## config.mk

```make
export PLATFORM = sky130hd
export DESIGN_NAME = hdmi_pattern_gen
export DESIGN_NICKNAME = d
export VERILOG_FILES = /design/src/rtl/hdmi_pattern_pkg.sv /design/src/rtl/hdmi_pattern_gen_btn_debounce.sv /design/src/rtl/hdmi_pattern_gen.sv
export SDC_FILE = /design/constraint.sdc
export NUM_CORES = 1
export LEC_CHECK = 0
export ABC_AREA = 1
export ABC_CLOCK_PERIOD_IN_PS = 3370
export BUFFER_PORTS_ARGS = -buffer_cell sky130_fd_sc_hd__buf_2
export CORE_MARGIN = 2
export CORE_UTILIZATION = 45
export DETAILED_ROUTE_END_ITERATION = 16
export SYNTH_ARGS = -nofsm -noshare
export SYNTH_HDL_FRONTEND = slang
export SYNTH_HIERARCHICAL = 1
export SYNTH_SLANG_ARGS = --single-unit
```

## constraint.sdc

```tcl
create_clock -name rgb_clk -period 3.37 [get_ports rgb_clk]
set_input_delay 0.1685 -clock rgb_clk [delete_from_list [all_inputs] [get_ports rgb_clk]]
set_output_delay 0.1685 -clock rgb_clk [all_outputs]
set_load 0.01 [all_outputs]
```

## src/rtl/hdmi_pattern_pkg.sv

```systemverilog
// hdmi_pattern_pkg: shared constants, mode codes, colour table and the box
// motion helper for the 720p test-pattern source.
package hdmi_pattern_pkg;

    localparam logic [10:0] H_ACTIVE  = 11'd1280;
    localparam logic [10:0] V_ACTIVE  = 11'd720;
    localparam logic [10:0] BOX_SIZE  = 11'd64;
    localparam logic [10:0] BOX_STEP  = 11'd2;
    localparam logic [10:0] BAR_WIDTH = 11'd160;
    localparam logic [10:0] BOX_X_MAX = H_ACTIVE - BOX_SIZE;
    localparam logic [10:0] BOX_Y_MAX = V_ACTIVE - BOX_SIZE;

    typedef enum logic [1:0] {
        MODE_BARS = 2'd0,
        MODE_GRID = 2'd1,
        MODE_GRAD = 2'd2,
        MODE_BOX  = 2'd3
    } mode_e;

    localparam logic [23:0] COL_WHITE   = 24'hFFFFFF;
    localparam logic [23:0] COL_YELLOW  = 24'hFFFF00;
    localparam logic [23:0] COL_CYAN    = 24'h00FFFF;
    localparam logic [23:0] COL_GREEN   = 24'h00FF00;
    localparam logic [23:0] COL_MAGENTA = 24'hFF00FF;
    localparam logic [23:0] COL_RED     = 24'hFF0000;
    localparam logic [23:0] COL_BLUE    = 24'h0000FF;
    localparam logic [23:0] COL_BLACK   = 24'h000000;

    // One axis of the bouncing box: position plus direction (1 = moving toward 0).
    typedef struct packed {
        logic [10:0] pos;
        logic        dir_neg;
    } box_axis_t;

    // Colour of the bar that contains column x; bar 7 and anything past it is black.
    function automatic logic [23:0] bar_color(input logic [10:0] x);
        logic [10:0] idx;
        idx = x / BAR_WIDTH;
        case (idx)
            11'd0:   return COL_WHITE;
            11'd1:   return COL_YELLOW;
            11'd2:   return COL_CYAN;
            11'd3:   return COL_GREEN;
            11'd4:   return COL_MAGENTA;
            11'd5:   return COL_RED;
            11'd6:   return COL_BLUE;
            default: return COL_BLACK;
        endcase
    endfunction

    // One frame of box motion along an axis, clamping and reversing at both ends.
    function automatic box_axis_t box_step(input box_axis_t cur, input logic [10:0] lim);
        box_axis_t nxt;
        nxt = cur;
        if (!cur.dir_neg) begin
            if ((cur.pos + BOX_STEP) >= lim) begin
                nxt.pos     = lim;
                nxt.dir_neg = 1'b1;
            end else begin
                nxt.pos = cur.pos + BOX_STEP;
            end
        end else begin
            if (cur.pos <= BOX_STEP) begin
                nxt.pos     = 11'd0;
                nxt.dir_neg = 1'b0;
            end else begin
                nxt.pos = cur.pos - BOX_STEP;
            end
        end
        return nxt;
    endfunction

endpackage

```

## src/rtl/hdmi_pattern_gen_btn_debounce.sv

```systemverilog
// btn_debounce: 2-FF synchroniser plus stable-time filter for an active-low
// push-button; emits a one-cycle pulse on each debounced press (1->0).
module btn_debounce #(
    parameter int DEBOUNCE_CYCLES = 742500
) (
    input  logic clk,
    input  logic rst_n,
    input  logic btn_n,
    output logic press
);

    localparam int CW = (DEBOUNCE_CYCLES > 1) ? $clog2(DEBOUNCE_CYCLES) : 1;
    localparam logic [CW-1:0] CNT_LAST = CW'(DEBOUNCE_CYCLES - 1);

    logic          sync1_q, sync1_d;
    logic          sync2_q, sync2_d;
    logic          stable_q, stable_d;
    logic [CW-1:0] cnt_q, cnt_d;
    logic          press_q, press_d;

    // Next-state: count while the synchronised level disagrees with the stable one.
    always_comb begin
        sync1_d  = btn_n;
        sync2_d  = sync1_q;
        stable_d = stable_q;
        cnt_d    = '0;
        press_d  = 1'b0;
        if (sync2_q != stable_q) begin
            if (cnt_q == CNT_LAST) begin
                stable_d = sync2_q;
                press_d  = stable_q;
            end else begin
                cnt_d = cnt_q + CW'(1);
            end
        end else begin
            cnt_d = '0;
        end
    end

    // State registers; the idle (released) button level is 1.
    always_ff @(posedge clk or negedge rst_n) begin
        if (!rst_n) begin
            sync1_q  <= 1'b1;
            sync2_q  <= 1'b1;
            stable_q <= 1'b1;
            cnt_q    <= '0;
            press_q  <= 1'b0;
        end else begin
            sync1_q  <= sync1_d;
            sync2_q  <= sync2_d;
            stable_q <= stable_d;
            cnt_q    <= cnt_d;
            press_q  <= press_d;
        end
    end

    assign press = press_q;

endmodule

```

## src/rtl/hdmi_pattern_gen.sv

```systemverilog
// hdmi_pattern_gen: 720p RGB test-pattern source (bars, grid, gradient,
// bouncing box) with sync re-aligned to a 2-cycle pixel pipeline.
// Optional build macro PATTERN_BORDER_EN adds a 1-pixel red frame border.
module hdmi_pattern_gen
    import hdmi_pattern_pkg::*;
#(
    parameter int DEBOUNCE_CYCLES = 742500
) (
    input  logic        rgb_clk,
    input  logic        rgb_rst_n,
    input  logic        in_hs,
    input  logic        in_vs,
    input  logic        in_de,
    input  logic [10:0] in_x,
    input  logic [10:0] in_y,
    input  logic        mode_btn,
    output logic        out_hs,
    output logic        out_vs,
    output logic        out_de,
    output logic [7:0]  out_r,
    output logic [7:0]  out_g,
    output logic [7:0]  out_b,
    output logic [1:0]  mode
);

    // Stage 1
    logic        hs1_q, vs1_q, de1_q;
    logic [10:0] x1_q, y1_q;
    // Stage 2
    logic        hs2_q, hs2_d, vs2_q, vs2_d, de2_q, de2_d;
    logic [23:0] rgb_q, rgb_d;
    // Frame-rate state
    mode_e       mode_q, mode_d;
    logic        pending_q, pending_d;
    box_axis_t   bx_q, bx_d, by_q, by_d;

    logic        press_s;
    logic        frame_edge_s;
    logic        in_box_s;
    logic        grid_s;
    logic [23:0] pattern_s;
    logic [23:0] pix_s;

    btn_debounce #(
        .DEBOUNCE_CYCLES(DEBOUNCE_CYCLES)
    ) u_btn (
        .clk   (rgb_clk),
        .rst_n (rgb_rst_n),
        .btn_n (mode_btn),
        .press (press_s)
    );

    assign frame_edge_s = in_vs & ~vs1_q;

    // Mode, pending-press flag and box position advance only on a frame edge.
    always_comb begin
        mode_d    = mode_q;
        bx_d      = bx_q;
        by_d      = by_q;
        pending_d = pending_q;
        if (frame_edge_s) begin
            bx_d = box_step(bx_q, BOX_X_MAX);
            by_d = box_step(by_q, BOX_Y_MAX);
            if (pending_q) begin
                mode_d = mode_e'(mode_q + 2'd1);
            end else begin
                mode_d = mode_q;
            end
        end else begin
            mode_d = mode_q;
        end
        // A press landing on the edge itself survives to the following frame.
        if (press_s) begin
            pending_d = 1'b1;
        end else if (frame_edge_s) begin
            pending_d = 1'b0;
        end else begin
            pending_d = pending_q;
        end
    end

    // Pattern colour from the stage-1 coordinates.
    always_comb begin
        in_box_s = (x1_q >= bx_q.pos) && (x1_q < (bx_q.pos + BOX_SIZE)) &&
                   (y1_q >= by_q.pos) && (y1_q < (by_q.pos + BOX_SIZE));
        grid_s   = (x1_q[5:0] == 6'd0) || (y1_q[5:0] == 6'd0) ||
                   (x1_q == (H_ACTIVE - 11'd1)) || (y1_q == (V_ACTIVE - 11'd1));
        case (mode_q)
            MODE_BARS: pattern_s = bar_color(x1_q);
            MODE_GRID: pattern_s = grid_s ? COL_WHITE : COL_BLACK;
            MODE_GRAD: pattern_s = {x1_q[10:3], y1_q[9:2], 8'h80};
            MODE_BOX:  pattern_s = in_box_s ? COL_WHITE : COL_BLUE;
            default:   pattern_s = COL_BLACK;
        endcase
`ifdef PATTERN_BORDER_EN
        if ((x1_q == 11'd0) || (x1_q == (H_ACTIVE - 11'd1)) ||
            (y1_q == 11'd0) || (y1_q == (V_ACTIVE - 11'd1))) begin
            pix_s = COL_RED;
        end else begin
            pix_s = pattern_s;
        end
`else
        pix_s = pattern_s;
`endif
    end

    // Stage-2 next values; colour is forced to black outside the active area.
    always_comb begin
        hs2_d = hs1_q;
        vs2_d = vs1_q;
        de2_d = de1_q;
        if (de1_q) begin
            rgb_d = pix_s;
        end else begin
            rgb_d = COL_BLACK;
        end
    end

    // Pipeline and frame-state registers.
    always_ff @(posedge rgb_clk or negedge rgb_rst_n) begin
        if (!rgb_rst_n) begin
            hs1_q     <= 1'b0;
            vs1_q     <= 1'b0;
            de1_q     <= 1'b0;
            x1_q      <= 11'd0;
            y1_q      <= 11'd0;
            hs2_q     <= 1'b0;
            vs2_q     <= 1'b0;
            de2_q     <= 1'b0;
            rgb_q     <= 24'h000000;
            mode_q    <= MODE_BARS;
            pending_q <= 1'b0;
            bx_q      <= '{pos: 11'd0, dir_neg: 1'b0};
            by_q      <= '{pos: 11'd0, dir_neg: 1'b0};
        end else begin
            hs1_q     <= in_hs;
            vs1_q     <= in_vs;
            de1_q     <= in_de;
            x1_q      <= in_x;
            y1_q      <= in_y;
            hs2_q     <= hs2_d;
            vs2_q     <= vs2_d;
            de2_q     <= de2_d;
            rgb_q     <= rgb_d;
            mode_q    <= mode_d;
            pending_q <= pending_d;
            bx_q      <= bx_d;
            by_q      <= by_d;
        end
    end

    assign out_hs = hs2_q;
    assign out_vs = vs2_q;
    assign out_de = de2_q;
    assign out_r  = rgb_q[23:16];
    assign out_g  = rgb_q[15:8];
    assign out_b  = rgb_q[7:0];
    assign mode   = mode_q;

endmodule

```

==> results.ini <==
[worst_setup_path]
criticalPathCategory = reg2reg
slowest_delay_ns = 0.56
path_max_fanout = 16
required_ns = 3.64
end_kind = register
slowest_stage = dfrtp_1
start_kind = register
arrival_ns = 3.16
crit_path_cell_trace = ha_1 -> nand3_1 -> xor2_1 -> inv_1 -> ha_1 -> nand2_1 -> nor2_1 -> a211oi_1 -> o21ai_0 -> nor2_1 -> nand4_2 -> a21oi_1

[timing]
max_slew.worst_pin.slew_ns = 0.785
period_needed_ns = 2.89
rsz0062_at_grt = no
skew_ns = 0.0104
final_hold_viol_count = 0
timing.final.crit_share = 0.859
maxSlewViolCount = 0
max_freq_mhz = 346
setup_tns_ns = 0
relSlewSlack = 0.474
setup_viol = 0

[cells_and_area]
drive_above_1_share = 0.180
postLayoutCoreUtil = 0.528
area_growth_pct = 15.9
antennaDiodeCount = 0
nNetsFinal = 850

[detailed_routing]
postRouteAntennaNets = 0
drt_iter0_drc = 302
drc = 0
wl_per_cell_um = 14.6
via_per_inst = 5.21
vias = 4987
first_pass_iters = 5
wl_mm = 14.0

[clocking]
insertion_delay_ns = 0.36
clockBufferDepth = 2
tritoncts = done
ctsResizeCount = 0
cts_sinks = 95
htreeDepth = 3
path_clk_slew_ns = 0.06
cts_made_buffers = 9
cts_root_buffer = clkbuf_16

[yosys]
synth_ff_type = dfrtp_1
yosys_warnings = 6
ys_types = 53
synth_top_area_cell = dfrtp_1
netlist.area_leader.share = 0.386
avgSynthCellArea_sq_um = 8.52
synth-async-reset-ratio = 1.00
synth_cells = 699
synth_area_sq_mm = 0.00596
synthTopCellsByArea = dfrtp_1 39%, ha_1 9.5%, nand2_1 6.6%
ys_seq_area_frac = 0.400
synth_edf_count = 0
yosys_register_bits = 95
syn-num-nets = 772

[global_routing]
grt_use_total = 0.208
grt_pass1_vias = 4844
grt_util_met2 = 0.334
grt_max_degree = 47
antenna_found_initial = 0
grt.overflow.total = 0
use_met1 = 0.276
grt_pass1_wl_mm = 23.4
gr-usage-met3 = 0.0517
top_usage_layer = met2

[floorplan]
die_y_um = 119
rows = 42
die_w_um = 119
die-area_sq_mm = 0.0142
initial_core_util = 0.455
top_level_ports = 57
core_sq_mm = 0.0131

[pwr]
power.density_mw_per_mm2 = 546
total_power_mw = 3.77
ir_drop_mv = 0.496
p_leak_nw = 3.22

[placed_design]
io_buffers = 56
finalWeightedCongestion = 0.876
post-dp-hpwl_mm = 10.4

[outcome]
outcome = finished, final reports clean

[worst_hold_path]
min_path_type = reg2reg

[flow_run]
cap_violations = 0

## kinds of logic (layout without fill, tap and decap cells)
family / Yosys count / after routing / synth area share
simple gates: 301 / 301 / 0.249
compound gates: 124 / 124 / 0.124
flops: 95 / 95 / 0.400
buf+inv: 92 / 175 / 0.0672
fa+ha+maj: 45 / 45 / 0.0945
xor+xnor: 42 / 42 / 0.0655
## layout by cell type (no fill, tap or decap), types with 11 or more instances in the layout
| cell type | Yosys | final |
|---|---|---|
| a21oi_1 | 59 | 59 |
| buf_2 | 3 | 55 |
| dfrtp_1 | 92 | 92 |
| dlygate4sd3_1 | 0 | 27 |
| ha_1 | 45 | 45 |
| inv_1 | 65 | 65 |
| nand2_1 | 104 | 104 |
| nand2_2 | 11 | 11 |
| nand3_1 | 46 | 46 |
| nor2_1 | 82 | 82 |
| o21ai_0 | 20 | 20 |
| xor2_1 | 33 | 33 |
## through the flow
step                      setup slack, ns  instances  hold slack [ns]  area (sq um)
after floorplan                      1.03        699           -0.127          5960
after global placement              0.592        915            0.215          6360
after detailed placement            0.486        915            0.226          6360
after CTS                           0.457        958            0.361          6910
after global routing               0.0635        958            0.362          6910
final                               0.477        958            0.359          6910
## registers in the layout (all words and copies together), names as in the netlist, 2 cells and up
name,cells
y1_q,11
rgb_q,18
by_q,11
u_btn/cnt_q,20
x1_q,11
mode,2
bx_q,11
## worst paths after layout
kind	start	endpoint	slack [ns]	cells after the start
max	by_q[7]	rgb_q[12]	0.48	12
min	u_btn/sync1_q	u_btn/sync2_q	0.36	0
max reg2reg	by_q[7]	rgb_q[12]	0.48	12
min reg2reg	u_btn/sync1_q	u_btn/sync2_q	0.36	0
max in group asynchronous	rgb_rst_n	bx_q[4]	2.24	3
min in group asynchronous	rgb_rst_n	rgb_q[10]	0.37	2
## power by group
part	switching [mW]	leakage [nW]	internal [mW]	total, mW
registers	0.181	1.16	1.27	1.45
logic	0.829	1.93	0.527	1.36
clock network	0.425	0.134	0.544	0.969
## critical path, delay by kind of cell, from the launching register on
kind / cells / cell delay [ns]
xor gates and xnor gates: 1 / 0.18
adders and majority gates: 2 / 0.58
AOI/OAI and AO/OA: 3 / 0.57
buffers and inverters: 1 / 0.07
and+or+nand+nor: 5 / 0.85
DFF: 1 / 0.56
## timing repair
item                                   4_1_cts  5_1_grt
setup buffers                                0        0
endpoints found under the hold margin       70        0
hold buffers                                27        0
## final cells by class
cell class / instances / area [sq um]
fill: 1206 / 6180
multi-input combinational: 512 / 3180
sequential: 95 / 2380
timing repair buffer: 86 / 576
inverter: 73 / 274
clock buffer: 14 / 264
tap: 176 / 220
clock inverter: 2 / 16.3
## synthesized netlist by cell type, drive strengths merged, types with 2 or more instances
library cell / n
a21oi: 70
a22oi: 7
a31oi: 4
buf: 13
clkbuf: 6
dfrtp: 92
dfstp: 3
ha: 45
inv: 72
nand2: 118
nand3: 50
nand3b: 4
nand4: 12
nor2: 98
nor3: 12
nor3b: 3
nor4: 2
o2111ai: 3
o21a: 4
o21ai: 27
o22ai: 2
or2: 2
xnor2: 6
xor2: 36
## metal layers
metal,up-vias,wire (um)
li1,2463,-
met1,2358,6470
met2,146,6510
met3,20,683
met4,0,295
met5,-,0
Power figures use the tool's default switching activity.
